--- src/rtl/i2s_tx_dsp_unpacker.sv ---
// Sample unpacker and elastic word buffer feeding the I2S/DSP TX channel.
// Buffers 32-bit uDMA words and hands out 8/16/32-bit extended samples.
module i2s_tx_dsp_unpacker #(
  parameter int unsigned DEPTH = 4
) (
  input  logic                       sck_i,
  input  logic                       rstn_i,
  input  logic                       cfg_en_i,
  input  logic [1:0]                 cfg_word_size_i,
  input  logic                       cfg_sign_ext_i,
  input  logic [31:0]                data_i,
  input  logic                       data_valid_i,
  output logic                       data_ready_o,
  output logic [31:0]                sample_o,
  output logic                       sample_valid_o,
  input  logic                       sample_ready_i,
  output logic                       underrun_o,
  output logic [$clog2(DEPTH):0]     fill_o
);

  localparam int unsigned AW = $clog2(DEPTH);
  localparam int unsigned CW = AW + 1;

  logic [31:0]   mem [DEPTH];
  logic [AW-1:0] wr_ptr;
  logic [AW-1:0] rd_ptr;
  logic [CW-1:0] count;
  logic [31:0]   h_word;
  logic          h_valid;
  logic [1:0]    h_idx;
  logic          started;
  logic          underrun_q;

  logic [1:0]    last_idx;
  logic          full;
  logic          empty;
  logic          push;
  logic          pop;
  logic          consume;
  logic          last;
  logic [7:0]    lane8;
  logic [15:0]   lane16;

  // Handshake and FIFO control decode
  always_comb begin
    last_idx = 2'd0;
    case (cfg_word_size_i)
      2'b00:   last_idx = 2'd3;
      2'b01:   last_idx = 2'd1;
      default: last_idx = 2'd0;
    endcase
    full         = (count == CW'(DEPTH));
    empty        = (count == '0);
    // Reset gates ready so the port reads idle the instant reset asserts
    data_ready_o = rstn_i & cfg_en_i & ~full;
    push         = data_valid_i & data_ready_o;
    consume      = h_valid & sample_ready_i;
    // An index beyond the current size (after a size change) counts as last
    last         = (h_idx >= last_idx);
    pop          = cfg_en_i & ~empty & (~h_valid | (consume & last));
  end

  // Lane select and sign/zero extension from the holding register
  always_comb begin
    lane8    = h_word[{h_idx, 3'b000} +: 8];
    lane16   = h_word[{h_idx[0], 4'b0000} +: 16];
    sample_o = h_word;
    case (cfg_word_size_i)
      2'b00:   sample_o = {{24{cfg_sign_ext_i & lane8[7]}}, lane8};
      2'b01:   sample_o = {{16{cfg_sign_ext_i & lane16[15]}}, lane16};
      default: sample_o = h_word;
    endcase
  end

  // Word storage; contents need no reset since count gates every read
  always_ff @(posedge sck_i) begin
    if (push) mem[wr_ptr] <= data_i;
  end

  // Pointers, count, holding register, started flag and underrun pulse
  always_ff @(posedge sck_i or negedge rstn_i) begin
    if (!rstn_i) begin
      wr_ptr     <= '0;
      rd_ptr     <= '0;
      count      <= '0;
      h_word     <= '0;
      h_valid    <= 1'b0;
      h_idx      <= 2'd0;
      started    <= 1'b0;
      underrun_q <= 1'b0;
    end else if (!cfg_en_i) begin
      wr_ptr     <= '0;
      rd_ptr     <= '0;
      count      <= '0;
      h_valid    <= 1'b0;
      h_idx      <= 2'd0;
      started    <= 1'b0;
      underrun_q <= 1'b0;
    end else begin
      if (push) wr_ptr <= wr_ptr + AW'(1);
      if (pop)  rd_ptr <= rd_ptr + AW'(1);
      case ({push, pop})
        2'b10:   count <= count + CW'(1);
        2'b01:   count <= count - CW'(1);
        default: count <= count;
      endcase
      if (pop) begin
        h_word  <= mem[rd_ptr];
        h_valid <= 1'b1;
        h_idx   <= 2'd0;
      end else if (consume) begin
        if (last) h_valid <= 1'b0;
        else      h_idx   <= h_idx + 2'd1;
      end
      if (consume) started <= 1'b1;
      underrun_q <= started & sample_ready_i & ~h_valid;
    end
  end

  assign sample_valid_o = h_valid;
  assign underrun_o     = underrun_q;
  assign fill_o         = count;

endmodule
--- config.mk ---
export PLATFORM = sky130hd
export DESIGN_NAME = i2s_tx_dsp_unpacker
export DESIGN_NICKNAME = d
export VERILOG_FILES = /design/src/rtl/i2s_tx_dsp_unpacker.sv
export SDC_FILE = /design/constraint.sdc
export NUM_CORES = 1
export LEC_CHECK = 0
export ABC_CLOCK_PERIOD_IN_PS = 2710
export CORE_MARGIN = 2
export CORE_UTILIZATION = 53
export CTS_BUF_LIST = sky130_fd_sc_hd__clkbuf_4 sky130_fd_sc_hd__clkbuf_8
export CTS_CLUSTER_DIAMETER = 30
export DETAILED_ROUTE_END_ITERATION = 7
export GPL_TIMING_DRIVEN = 0
export PLACE_DENSITY = 0.8
export SLEW_MARGIN = 20
export SYNTH_ARGS = -nofsm -noshare
export SYNTH_HDL_FRONTEND = slang
export SYNTH_SLANG_ARGS = --single-unit
--- constraint.sdc ---
create_clock -name sck_i -period 2.71 [get_ports sck_i]
set_clock_uncertainty 0.1 [all_clocks]
set_input_delay 0.542 -clock sck_i [delete_from_list [all_inputs] [get_ports sck_i]]
set_output_delay 0.542 -clock sck_i [all_outputs]
set_load 0.02 [all_outputs]
Yosys cells after proc, flatten, opt, wreduce, memory -nomap -nowiden:

Memory sizes are Yosys's and may differ from the RTL's. A register that Yosys moved wholly into a read port is not among the register bits.
Cells that the tools add are included.

* register bits: 12
* bits in latches: 0
* memory bits (writable): 128
* memory bits (read-only): 0
* input bits: 40
* output and inout bits: 38
* memories: 1

* $add $sub $neg: 5
* $mul: 0
* div/mod/pow operators: 0
* $lt $le $gt $ge: 1
* eq/ne operators: 11
* shifts and indexed selects: 2
* muxes and demuxes: 21
* bitwise operators: 15
* reduce and logical (&&, ||, !) cells: 6

Memories
* mem: words 4, bits a word 32, rd ports 1, clocked after Yosys merged registers in 1, wr ports 1, RTL line 24 `logic [31:0] mem [DEPTH];`

Operator list (number)
* $pmux W32 S2: 1
* $shiftx A32 B6 Y16: 1
* $shiftx A32 B6 Y8: 1
* $mux W2: 8
* $and A1 B1 Y1: 11
* $mux W1: 9
* $ne A3 B1 Y1 const B: 3
* $add A2 B1 Y2 const B: 3
* $ne A2 B1 Y1 const B: 3
* $pmux W3 S2: 1
* $reduce_and A2 Y1: 3
* $eq A2 B1 Y1 const B: 2
* $pmux W2 S2: 1
* $add A3 B1 Y3 const B: 1
* $eq A3 B3 Y1 const B: 1
* $logic_not A3 Y1: 1
* $mux W3: 1
* $ne A3 B3 Y1 const B: 1
* $not A1 Y1: 3
* $sub A3 B1 Y3 const B: 1
* $eq A2 B2 Y1 const B: 1
* $ge A2 B2 Y1: 1
* $logic_not A2 Y1: 1
* $logic_not A1 Y1: 1
* $or A1 B1 Y1: 1

Longest topological paths before layout:

* depth after elaboration: 9
* gate-level depth with buffers: 14

Worst setup path after synthesis:

No wires, ideal clock.

* path type: input-to-reg
* start: input cfg_word_size_i[1]
* end: register count[2] (netlist: fill_o[2])
* library setup time: 123 ps
* data arrival time: 3048 ps
* setup slack: -561 ps
* stages on the path: 14
* cell sequence: buf_4 clkbuf_1 or2_2 ha_1 nand2_1 o21ai_0 clkbuf_1 nand2_1 nor2_1 fa_1 inv_1 nor3_1 mux2i_1 o221a_2

* cells in the longest elaborated chain, start to end: 9
* elaborated cells between the ends (all ways): 12
* classes of those cells: 1 x order compare; 4 x eq/ne; 3 x mux; 3 x bitwise; 1 x reduce/logical

RTL lines
* from (decl): RTL line 9 `input logic [1:0] cfg_word_size_i,`
* $eq A2 B1 Y1 or $logic_not A2 Y1 (tied branches): RTL line 47 `case (cfg_word_size_i)`
* $pmux W2 S2 *: RTL line 47
* $ge A2 B2 Y1 *: RTL line 59 `last = (h_idx >= last_idx);`
* $and A1 B1 Y1 *: RTL line 60 `pop = cfg_en_i & ~empty & (~h_valid | (consume & last));`
* $or A1 B1 Y1 *: RTL line 60
* $and A1 B1 Y1 *: RTL line 60
* $eq A2 B1 Y1 or $eq A2 B2 Y1 (tied branches): RTL line 102 `case ({push, pop})`
* $pmux W3 S2: RTL line 102
* $mux W3: RTL line 91 `end else if (!cfg_en_i) begin`
* to (signal assigned): RTL line 103 `2'b10: count <= count + CW'(1);`
* to (signal assigned): RTL line 104 `2'b01: count <= count - CW'(1);`
* to (signal assigned): RTL line 105 `default: count <= count;`
* to (decl): RTL line 27 `logic [CW-1:0] count;`

Mark *: on every way between the ends. The rest lies on a longest branch, timed or not.
A chain may end at the register's enable or synchronous reset.

Final worst setup path:

* start: register h_idx[0]
* end: output sample_o[16]

* cells in the longest elaborated chain, start to end: 3
* elaborated cells between the ends (all ways): 5
* classes of those cells: 2 x shift; 1 x mux; 2 x bitwise

RTL lines
* from (decl): RTL line 30 `logic [1:0] h_idx;`
* from (signal assigned): RTL line 113 `else h_idx <= h_idx + 2'd1;`
* $shiftx A32 B6 Y16 or $shiftx A32 B6 Y8 (tied branches): RTL line 66, 65
* $and A1 B1 Y1 (on tied branches): RTL line 70, 69
* $pmux W32 S2 *: RTL line 68 `case (cfg_word_size_i)`
* to (decl): RTL line 14 `output logic [31:0] sample_o,`

Marked as above.

==> flow_summary_export.csv <==
group,metric,value,unit
run_status,status,"complete, but fails checks",
run_status,violations,"negative setup slack",
sta,period_share,1.08,
finish,multi_input_area,2330,sq um
cts,cts_tree,"done",
worst_setup_path,reg2reg_depth,13,
sta,worstMarginPinSlew,0.718,ns
floorplanning,die_w,121,microns
cts,path_clk_slew,0.08,ns
worst_setup_path,r2r-start,"h_idx[0]",
finish,fin_nets,589,
detailed_routing,drtPass1Iterations,7,
floorplanning,die_height,121,microns
worst_setup_path,path_buf_inv,4,
hold_path,min_path_type,"in2async",
worst_setup_path,r2r-end,"fill_o[2]",
worst_setup_path,crit_top_cell,"buf_6",
sta,finalHoldViolations,0,
detailed_routing,drt-wirelength-per-cell,20.7,microns
global_route,antenna_found_initial,0,
sta,slew_headroom,0.520,
detailed_routing,ant_nets,0,
placement,port_buffers,74,
power,p_clk_frac,0.254,
placement,place_hpwl,10.2,mm
worst_setup_path,cpPeakStageDelay,0.51,ns
worst_setup_path,crit_fanout,5,
detailed_routing,drc,0,
synth,synth_flop_cell,"edfxtp_1",
worst_setup_path,crit_required,2.07,ns
power,p_per_area,824,nW/um^2
power,power.leakage,3.37,nW
worst_setup_path,critPathKind,"reg2out",
power,p_comb_frac,0.292,
placement,place_congestion,0.888,
floorplanning,design.core.area,13300,sq um
sta,fmax,0.340,GHz
floorplanning,rows,42,
synth,netlist_instances,429,
worst_setup_path,start_kind,"flop",
global_route,first_global_vias,4288,
synth,ys_ff_latch,172,
power,fin_total_pwr,0.00755,W
placement,dp_slack,-0.387,ns
worst_setup_path,regToRegSetupSlack,-0.04,ns
power,intPower,0.00536,W
finish,regArea,4940,sq um
global_route,grt-ovfl-total,0,
worst_setup_path,arrival,2.30,ns
synth,synth_cell_types,47,
power,p_sw,0.00219,W
global_route,track_usage,0.221,
floorplanning,initial_core_util,0.548,
sta,layout_setup_ws,-0.229,ns
cts,numCtsBuffers,17,
worst_setup_path,worstPathCellList,"buf_6, mux4_2, nor3b_4, o21ai_4, buf_6, buf_6, nand2_4, buf_6",
worst_setup_path,cp_num_cells,8,
finish,layout-drive-gt1-share,0.380,
synth,synthesis.nets,476,
synth,async_reset_ff_frac,0.256,
synth,netlist_area,7310,sq um
worst_setup_path,end_kind,"primary output",
synth,synth_seq_area_share,0.676,
finish,fin_util,0.686,
sta,finalSetupTns,-4.44,ns
power,p_sw_frac,0.290,
detailed_routing,num_vias,4288,
sta,slew_viol_final,0,
cts,htree_levels,4,
worst_setup_path,crit_slowest_cell,"mux4_2",
power,ir_drop,0.000478,V
sta,hold_ws,0.0145,ns
synth,post_synth.cell_area_avg,17.0,sq um
global_route,grt_pass1_wl,23.6,mm
synth,synth_edf_count,128,
finish,antenna_cells,0,
cts,cts.sink_count,172,
finish,fillers,895,
synth,ys.warnings.count,0,
finish,area_growth_syn_to_layout,25.3,%
sta,grt_setup_unrepaired,"yes",
power,seq_power_share,0.454,
detailed_routing,drt_iter0_drc,393,
worst_setup_path,crit_family,"buffers and inverters",
detailed_routing,avgViaCountPerCell,5.87,
sta,min_period,2.94,ns
cts,clockBufferDepth,2,
run,cap_violations,0,
detailed_routing,wl,15.1,mm
sta,finalSetupViolCount,25,
floorplanning,die-area,14700,sq um
floorplanning,ios,78,
global_route,grt_max_degree,34,
worst_setup_path,endpoint,"sample_o[16]",
cts,clk_latency,0.45,ns
cts,clock-root-buffer,"clkbuf_8",
worst_setup_path,cp-startpoint,"h_idx[0]",
[layout by cell type, fill, tap and decap left out, types with 8 or more instances in the layout]
cell | synthesis | routed
a21oi_1 | 10 | 8
buf_2 | 8 | 12
buf_4 | 2 | 9
buf_6 | 5 | 35
clkbuf_8 | 0 | 21
clkdlybuf4s50_1 | 0 | 40
dfrtp_1 | 44 | 44
edfxtp_1 | 128 | 128
inv_1 | 9 | 8
mux2_2 | 30 | 30
mux4_2 | 39 | 39
nand2_1 | 45 | 29
nand2_2 | 0 | 9
nor2_1 | 10 | 9
[cells in the mapped netlist, types with 7 or more instances]
library cell,instances,area (sq um)
buf_2,8,40.0
a221o_1,7,70.1
edfxtp_1,128,3840
nor2_1,10,37.5
nand2_1,45,169
mux2_2,30,338
clkbuf_1,11,41.3
o22ai_1,8,50.1
a21oi_1,10,50.1
mux4_2,39,878
inv_1,9,33.8
o21ai_0,8,40.0
dfrtp_1,44,1100
[cells by family (layout without fill, tap and decap cells)]
kind of cell / after synthesis / count (layout) / synth area share
AOI/OAI and AO/OA: 48 / 48 / 0.0457
buffers and inverters: 36 / 162 / 0.0260
and+or+nand+nor: 88 / 88 / 0.0585
xor gates and xnor gates: 4 / 4 / 0.00479
muxes: 74 / 74 / 0.175
adders and majority gates: 7 / 7 / 0.0130
DFF: 172 / 172 / 0.676
[area by class of cell]
| cell class | count | share of cell area |
|---|---|---|
| sequential | 172 | 0.540 |
| tap | 176 | 0.0240 |
| timing repair buffer | 96 | 0.108 |
| multi-input combinational | 221 | 0.255 |
| buffer | 25 | 0.0216 |
| clock inverter | 9 | 0.0158 |
| clock buffer | 23 | 0.0318 |
| inverter | 9 | 0.00369 |
[how the worst min path moves through the flow]
stage / startpoint / to / slack (ns) / cells past startpoint
after floorplan: rstn_i / fill_o[0] / 0.15 / 0
after global placement: started / started / 0.39 / 2
after detailed placement: rstn_i / h_word[23] / 0.36 / 1
after CTS: rstn_i / h_word[0] / 0.002 / 2
after global routing: rstn_i / h_word[18] / 0.02 / 2
final: rstn_i / h_word[21] / 0.01 / 2
[timing repair]
action,CTS,global route
setup endpoints to repair,34,33
pin swaps,3,3
resized for setup,186,19
hold buffers,1,0
cloned,1,0
endpoints found under the hold margin,11,0
setup buffers,8,7
[state kept, by name, summed over array words and instances (netlist names)]
name / cells
rd_ptr: 2
h_idx: 2
h_word: 32
fill_o: 3
sample_valid_o: 1
underrun_o: 1
started: 1
mem: 128
wr_ptr: 2
[power groups by stage]
stage / logic [W] / clock network (W) / registers, W
after floorplan: 0.00133 / 0 / 0.00335
after global placement: 0.00202 / 0 / 0.00345
after detailed placement: 0.00207 / 0 / 0.00347
after CTS: 0.00217 / 0.00196 / 0.00341
after global routing: 0.00234 / 0.00206 / 0.00347
final: 0.00220 / 0.00192 / 0.00343
[metrics by stage]
stage	cells	area (sq um)
global route	731	9160
detailed placement	684	8470
global placement	679	8370
floorplan	429	7410
finish	731	9160
CTS	725	9070
[per-layer routing]
layer | vias to the layer above | global-route usage | share of wire
met3 | 34 | 0.0475 | 0.060
met1 | 2174 | 0.289 | 0.40
met5 | - | 0 | 0
met4 | 0 | 0.0970 | 0.032
li1 | 1907 | - | -
met2 | 173 | 0.361 | 0.51
No activity file was read; power rests on OpenSTA's default activity.
